[config.mk]
export PLATFORM = sky130hd
export DESIGN_NAME = synth_voice_scheduler_flat
export DESIGN_NICKNAME = d
export VERILOG_FILES = /design/src/rtl/synth_voice_scheduler_if.sv /design/src/rtl/synth_voice_scheduler.sv /design/src/flat_wrapper.sv
export SDC_FILE = /design/constraint.sdc
export NUM_CORES = 1
export LEC_CHECK = 0
export ABC_AREA = 1
export CORE_MARGIN = 3
export CORE_UTILIZATION = 50
export DETAILED_ROUTE_END_ITERATION = 7
export PLACE_DENSITY = 0.81
export SYNTH_ARGS = -nofsm -noshare
export SYNTH_HDL_FRONTEND = slang
export SYNTH_SLANG_ARGS = --single-unit
export TNS_END_PERCENT = 50
[constraint.sdc]
create_clock -name Sys_clk -period 2.3 [get_ports Sys_clk]
set_input_delay 0.345 -clock Sys_clk [delete_from_list [all_inputs] [get_ports Sys_clk]]
set_output_delay 0.345 -clock Sys_clk [all_outputs]
set_load 0.05 [all_outputs]
[src/rtl/synth_voice_scheduler_if.sv]
// Request/acknowledge bundle between the voice scheduler (master) and the
// shared oscillator/envelope datapath (slave). Dp_sample is valid with Dp_ack.
interface synth_voice_scheduler_if #(
  parameter int VW = 2,
  parameter int SW = 16
);
  logic                 Dp_req;
  logic [VW-1:0]        Dp_voice;
  logic                 Dp_ack;
  logic signed [SW-1:0] Dp_sample;

  modport master (output Dp_req, Dp_voice, input Dp_ack, Dp_sample);
  modport slave  (input Dp_req, Dp_voice, output Dp_ack, Dp_sample);
endinterface

[src/rtl/synth_voice_scheduler.sv]
// Per-sample voice sequencer. On each enabled sample tick it walks the voice
// mask captured at frame start, requests one sample per enabled voice from the
// shared datapath, accumulates them and emits one shifted, saturated mix.
// Optional feature macro: SYNTH_SCHED_TIMEOUT_EN -- when defined, a voice that
// is not acked within ACK_TIMEOUT cycles contributes 0 and sets Dp_timeout.
module synth_voice_scheduler #(
  parameter int NUM_VOICES  = 4,
  parameter int VW          = 2,
  parameter int SW          = 16,
  parameter int MIX_SHIFT   = 2,
  parameter int ACK_TIMEOUT = 16
) (
  input  logic                       Sys_clk,
  input  logic                       Syn_rst,
  input  logic                       Syn_ce,
  input  logic                       Syn_tick,
  input  logic [NUM_VOICES-1:0]      Voice_en,
  synth_voice_scheduler_if.master    dp,
  output logic signed [SW-1:0]       Mix_out,
  output logic                       Mix_valid,
  output logic                       Busy,
  output logic                       Overrun,
  output logic                       Dp_timeout
);
  // Accumulator is wide enough for NUM_VOICES full-scale samples.
  localparam int            AW   = SW + VW;
  localparam logic [VW-1:0] LAST = VW'(NUM_VOICES - 1);

  if (VW != $clog2(NUM_VOICES) || NUM_VOICES < 2 ||
      (NUM_VOICES & (NUM_VOICES - 1)) != 0 || ACK_TIMEOUT < 1) begin : g_bad_params
    $error("synth_voice_scheduler: inconsistent parameters");
  end

  typedef enum logic [1:0] {IDLE, SCAN, REQ, DONE} state_t;

  state_t                state_q, state_d;
  logic [VW-1:0]         idx_q, idx_d, idx_next;
  logic [NUM_VOICES-1:0] mask_q, mask_d;
  logic signed [AW-1:0]  acc_q, acc_d, sample_ext, shifted;
  logic                  req_q, req_d;
  logic [VW-1:0]         voice_q, voice_d;
  logic signed [SW-1:0]  mix_q, mix_d, mix_sat;
  logic                  mix_valid_q, mix_valid_d;
  logic                  busy_q, busy_d;
  logic                  overrun_q, overrun_d;
  logic                  accept, timeout_hit;

  assign idx_next   = idx_q + 1'b1;
  assign sample_ext = {{VW{dp.Dp_sample[SW-1]}}, dp.Dp_sample};
  // A request retires on an ack, or on a timeout when that feature is built in.
  assign accept     = req_q && (dp.Dp_ack || timeout_hit);

  // Scale the accumulator and clamp it into the signed SW-bit output range.
  always_comb begin
    shifted = acc_q >>> MIX_SHIFT;
    if ((&shifted[AW-1:SW-1]) || !(|shifted[AW-1:SW-1])) mix_sat = shifted[SW-1:0];
    else if (shifted[AW-1])                              mix_sat = {1'b1, {(SW-1){1'b0}}};
    else                                                 mix_sat = {1'b0, {(SW-1){1'b1}}};
  end

  // Next-state and next-output logic of the frame sequencer.
  always_comb begin
    // NOTE: every signal gets a default first so no path can infer a latch.
    state_d     = state_q;
    idx_d       = idx_q;
    mask_d      = mask_q;
    acc_d       = acc_q;
    req_d       = req_q;
    voice_d     = voice_q;
    mix_d       = mix_q;
    mix_valid_d = 1'b0;
    busy_d      = busy_q;
    // A tick that cannot start a frame is dropped and remembered as an overrun.
    overrun_d   = overrun_q | (Syn_tick && state_q != IDLE);
    unique case (state_q)
      IDLE: begin
        if (Syn_tick && Syn_ce) begin
          mask_d  = Voice_en;
          acc_d   = '0;
          idx_d   = '0;
          busy_d  = 1'b1;
          state_d = SCAN;
        end
      end
      SCAN: begin
        if (mask_q[idx_q]) begin
          req_d   = 1'b1;
          voice_d = idx_q;
          state_d = REQ;
        end else if (idx_q == LAST) begin
          state_d = DONE;
        end else begin
          idx_d = idx_next;
        end
      end
      REQ: begin
        if (accept) begin
          if (dp.Dp_ack) acc_d = acc_q + sample_ext;
          if (idx_q == LAST) begin
            req_d   = 1'b0;
            state_d = DONE;
          end else begin
            idx_d = idx_next;
            // Back-to-back request when the neighbour is enabled; otherwise
            // let SCAN skip the disabled voices one per cycle.
            if (mask_q[idx_next]) begin
              voice_d = idx_next;
            end else begin
              req_d   = 1'b0;
              state_d = SCAN;
            end
          end
        end
      end
      DONE: begin
        mix_d       = mix_sat;
        mix_valid_d = 1'b1;
        busy_d      = 1'b0;
        state_d     = IDLE;
      end
      default: state_d = IDLE;
    endcase
  end

  // State and output registers; reset wins over every in-flight frame.
  always_ff @(posedge Sys_clk) begin
    // NOTE: sequential state uses non-blocking assignments so every register
    // samples the pre-edge values regardless of statement order.
    if (Syn_rst) begin
      state_q     <= IDLE;
      idx_q       <= '0;
      mask_q      <= '0;
      acc_q       <= '0;
      req_q       <= 1'b0;
      voice_q     <= '0;
      mix_q       <= '0;
      mix_valid_q <= 1'b0;
      busy_q      <= 1'b0;
      overrun_q   <= 1'b0;
    end else begin
      state_q     <= state_d;
      idx_q       <= idx_d;
      mask_q      <= mask_d;
      acc_q       <= acc_d;
      req_q       <= req_d;
      voice_q     <= voice_d;
      mix_q       <= mix_d;
      mix_valid_q <= mix_valid_d;
      busy_q      <= busy_d;
      overrun_q   <= overrun_d;
    end
  end

`ifdef SYNTH_SCHED_TIMEOUT_EN
  localparam int TW = $clog2(ACK_TIMEOUT + 1);

  logic [TW-1:0] to_cnt_q;
  logic          timeout_q;

  assign timeout_hit = (state_q == REQ) && !dp.Dp_ack && (to_cnt_q == TW'(ACK_TIMEOUT - 1));

  // Count waiting cycles of the current request; any retirement restarts it.
  always_ff @(posedge Sys_clk) begin
    if (Syn_rst) begin
      to_cnt_q  <= '0;
      timeout_q <= 1'b0;
    end else begin
      to_cnt_q  <= (state_q == REQ && !accept) ? to_cnt_q + 1'b1 : '0;
      timeout_q <= timeout_q | timeout_hit;
    end
  end

  assign Dp_timeout = timeout_q;
`else
  assign timeout_hit = 1'b0;
  assign Dp_timeout  = 1'b0;
`endif

  assign dp.Dp_req   = req_q;
  assign dp.Dp_voice = voice_q;
  assign Mix_out     = mix_q;
  assign Mix_valid   = mix_valid_q;
  assign Busy        = busy_q;
  assign Overrun     = overrun_q;
endmodule

[src/flat_wrapper.sv]
// flat-port wrapper written by rule: the top's interface ports become plain ports
module synth_voice_scheduler_flat 
#(
  parameter int NUM_VOICES  = 4,
  parameter int VW          = 2,
  parameter int SW          = 16,
  parameter int MIX_SHIFT   = 2,
  parameter int ACK_TIMEOUT = 16
)
  (Sys_clk, Syn_rst, Syn_ce, Syn_tick, Voice_en, Mix_out, Mix_valid, Busy, Overrun, Dp_timeout, dp_Dp_req, dp_Dp_voice, dp_Dp_ack, dp_Dp_sample);
  synth_voice_scheduler_if #(.VW(VW), .SW(SW)) dp_i ();
  input  logic Sys_clk;
  input  logic Syn_rst;
  input  logic Syn_ce;
  input  logic Syn_tick;
  input  logic [NUM_VOICES-1:0] Voice_en;
  output logic signed [SW-1:0] Mix_out;
  output logic Mix_valid;
  output logic Busy;
  output logic Overrun;
  output logic Dp_timeout;
  output wire logic [$bits(dp_i.Dp_req)-1:0] dp_Dp_req;
  output wire logic [$bits(dp_i.Dp_voice)-1:0] dp_Dp_voice;
  input wire logic [$bits(dp_i.Dp_ack)-1:0] dp_Dp_ack;
  input wire logic [$bits(dp_i.Dp_sample)-1:0] dp_Dp_sample;
  assign dp_Dp_req = dp_i.Dp_req;
  assign dp_Dp_voice = dp_i.Dp_voice;
  assign dp_i.Dp_ack = dp_Dp_ack;
  assign dp_i.Dp_sample = dp_Dp_sample;
  synth_voice_scheduler #(.NUM_VOICES(NUM_VOICES), .VW(VW), .SW(SW), .MIX_SHIFT(MIX_SHIFT), .ACK_TIMEOUT(ACK_TIMEOUT)) u_core (.Sys_clk(Sys_clk), .Syn_rst(Syn_rst), .Syn_ce(Syn_ce), .Syn_tick(Syn_tick), .Voice_en(Voice_en), .dp(dp_i), .Mix_out(Mix_out), .Mix_valid(Mix_valid), .Busy(Busy), .Overrun(Overrun), .Dp_timeout(Dp_timeout));
endmodule
==> impl_metrics.env <==
export IMPL_status="completed"
export IMPL_synth_most_common_cell="nand2_1"
export IMPL_grt_busiest_layer="met2"
export IMPL_wirelength_mm=7.15
export IMPL_synth_cell_type_count=39
export IMPL_drive_gt1_share_pct=9.15
export IMPL_grt_overflow_total=0
export IMPL_io_pins=48
export IMPL_post_route_min_period_ns=1.99
export IMPL_slew_headroom_pct=61.5
export IMPL_stdcell_count=553
export IMPL_maxClockFrequency_mhz=504
export IMPL_worst_slack_ns=0.314
export IMPL_post_drt_via_cell_ratio=5.23
export IMPL_ant_nets=0
export IMPL_met1_usage_pct=27.6
export IMPL_hold_buffers=0
export IMPL_drtIter0Drc=148
export IMPL_yosys_warnings=0
export IMPL_cts_tree="done"
export IMPL_preCtsSetupSlack_ns=0.00710
export IMPL_holdWs_ns=0.468
export IMPL_place_congestion=0.881
export IMPL_synth_top_area_cell="dfxtp_1"
export IMPL_antenna_found_initial=0
export IMPL_crit_type="in2reg"
export IMPL_final_core_util_pct=64.2
export IMPL_cp_max_fo=4
export IMPL_worstPathRequired_ns=2.55
export IMPL_cts_setup_buffers=0
export IMPL_grt_max_degree=25
export IMPL_crit_path_end_kind="register"
export IMPL_syn_cell_area_um2=2980
export IMPL_cts_max_level=2
export IMPL_core_region_area_um2=5640
export IMPL_clock_skew_ns=0.00326
export IMPL_finalMaxSlewViolations=0
export IMPL_fin_crit_sh_pct=86.3
export IMPL_n_antenna_cell=0
export IMPL_fin_setup_tns_ns=0
export IMPL_cts_resized=0
export IMPL_synth_common_cells="nand2_1 (101), nor2_1 (62), dfxtp_1 (48)"
export IMPL_clk_latency_ns=0.31
export IMPL_fp_dieArea_um2=6930
export IMPL_tightest_slew_ns=0.577
export IMPL_avgRoutedWirePerCell_um=12.9
export IMPL_port_buffers=46
export IMPL_grt_pass1_wl_mm=12.3
export IMPL_synth_ff_type="dfxtp_1"
export IMPL_clkSinkCount=48
export IMPL_ys_seq_area_share_pct=32.2
export IMPL_synth_area_per_cell_um2=6.84
export IMPL_synth_edf_count=0
export IMPL_finalSetupViolations=0
export IMPL_synth_top_area_share_pct=32.2
export IMPL_gr_usage_met2_pct=35.8
export IMPL_num_vias=2891
export IMPL_groute_usage_overall_pct=21.2
export IMPL_syn_instance_count=436
export IMPL_start_util_pct=52.8
export IMPL_p_leak_nw=1.63
export IMPL_postSynth_asyncResetShare_pct=0
export IMPL_rows=27
export IMPL_die_x_um=83.2
export IMPL_grt_pass1_vias=2677
export IMPL_hold_violations=0
export IMPL_cp_data_arrival_time_ns=2.23
export IMPL_chipHeight_um=83.2
export IMPL_grt_use_met3_pct=3.47
export IMPL_dp_hpwl_mm=5.45
export IMPL_critPathLaunchType="input port"
export IMPL_min_path_type="reg2reg"
export IMPL_synth_area_top_cells="dfxtp_1 (32%), nand2_1 (13%), ha_1 (9.2%), nor2_1 (7.8%), a21oi_1 (6.2%)"
export IMPL_nets=529
export IMPL_root_buffer="clkbuf_8"
export IMPL_drc=0
export IMPL_synth_seq_cells=48
export IMPL_clk_path_buf_depth=2
export IMPL_powerDensity_nw_per_um2=809
export IMPL_maxCapViolations=0
export IMPL_dpl_cell_count=546
export IMPL_numCtsBuffers=5
export IMPL_ir_worst_vdd_mv=0.638
export IMPL_area_growth_syn_to_layout_pct=21.5
export IMPL_clk_pin_slew_ns=0.09
export IMPL_grt_setup_unrepaired="false"
export IMPL_dr_pass1_iters=5
export IMPL_syn_num_nets=484
==> stage by stage <==
stage	power, mW	area (µm²)
after global routing	3.12	3620
after floorplan	1.95	2980
after detailed placement	2.22	3490
after global placement	2.19	3490
final	2.93	3620
after CTS	2.94	3620
==> registers in the layout, indices dropped and copies added (netlist names), 2 cells and up <==
name and count:
u_core.acc_q 18, u_core.mask_q 4, u_core.Mix_out 16, u_core.idx_q 2, u_core.dp.Dp_voice 2, u_core.state_q 2
==> power breakdown <==
part / internal, mW / switching (mW) / leakage [nW]
clock network: 0.428 / 0.291 / 0.0642
registers: 0.938 / 0.0867 / 0.389
logic: 0.418 / 0.770 / 1.18
total: 1.78 / 1.15 / 1.63
==> worst max-delay path: stages <==
cell and delay [ns]:
clkdlybuf4s50_1 0.46, ha_1 0.17, inv_1 0.06, fa_1 0.41
o21ai_2 0.22, nand2_1 0.09, nand2_2 0.12, nand2_2 0.06
nand3b_1 0.08, nand3_1 0.09, a21oi_2 0.12
==> path summary, 6_finish.rpt <==
check | from | to | slack [ns] | depth (start not counted)
worst max-delay path | dp_Dp_sample[0] | u_core.acc_q[16] | 0.31 | 11
worst min-delay path | u_core.mask_q[3] | u_core.mask_q[3] | 0.47 | 2
worst max register to register | u_core.state_q[0] | u_core.acc_q[9] | 0.40 | 8
worst min register to register | u_core.mask_q[3] | u_core.mask_q[3] | 0.47 | 2
==> kinds of logic after synthesis <==
family / count (synthesis) / share of synthesized area, %
simple gates: 219 / 32.3
compound gates: 91 / 17.4
buf+inv: 52 / 7.51
xor+xnor: 2 / 0.588
flops: 48 / 32.2
fa+ha+maj: 23 / 9.90
other cells: 1 / 0.126
==> cell usage in the layout (no fill, tap or decap), types with 4 or more instances in the layout <==
| cell | instances |
|---|---|
| a21oi_1 | 37 |
| buf_4 | 4 |
| a21oi_2 | 7 |
| nand3b_1 | 6 |
| nand3_1 | 25 |
| o21ai_1 | 5 |
| nor2_1 | 62 |
| o21ai_0 | 32 |
| clkdlybuf4s50_1 | 46 |
| nand2_2 | 8 |
| inv_1 | 34 |
| nand2_1 | 101 |
| a21boi_1 | 4 |
| ha_1 | 22 |
| dfxtp_1 | 48 |
| clkbuf_8 | 5 |
==> routing by layer <==
layer | vias to the layer above | part of all wire, %
met3 | 8 | 5.2
met5 | - | 0
met4 | 0 | 1.5
li1 | 1516 | -
met2 | 88 | 47
met1 | 1279 | 46
==> layout make-up <==
class	instances	area (µm²)
well taps	72	90.1
flip-flops and latches	48	961
fillers	514	2020
clock buffers	5	68.8
repair buffers	50	490
multi-input cells	336	1800
clock inverters	2	60.1
inverters	40	155
(Power assumes the default switching activity.)
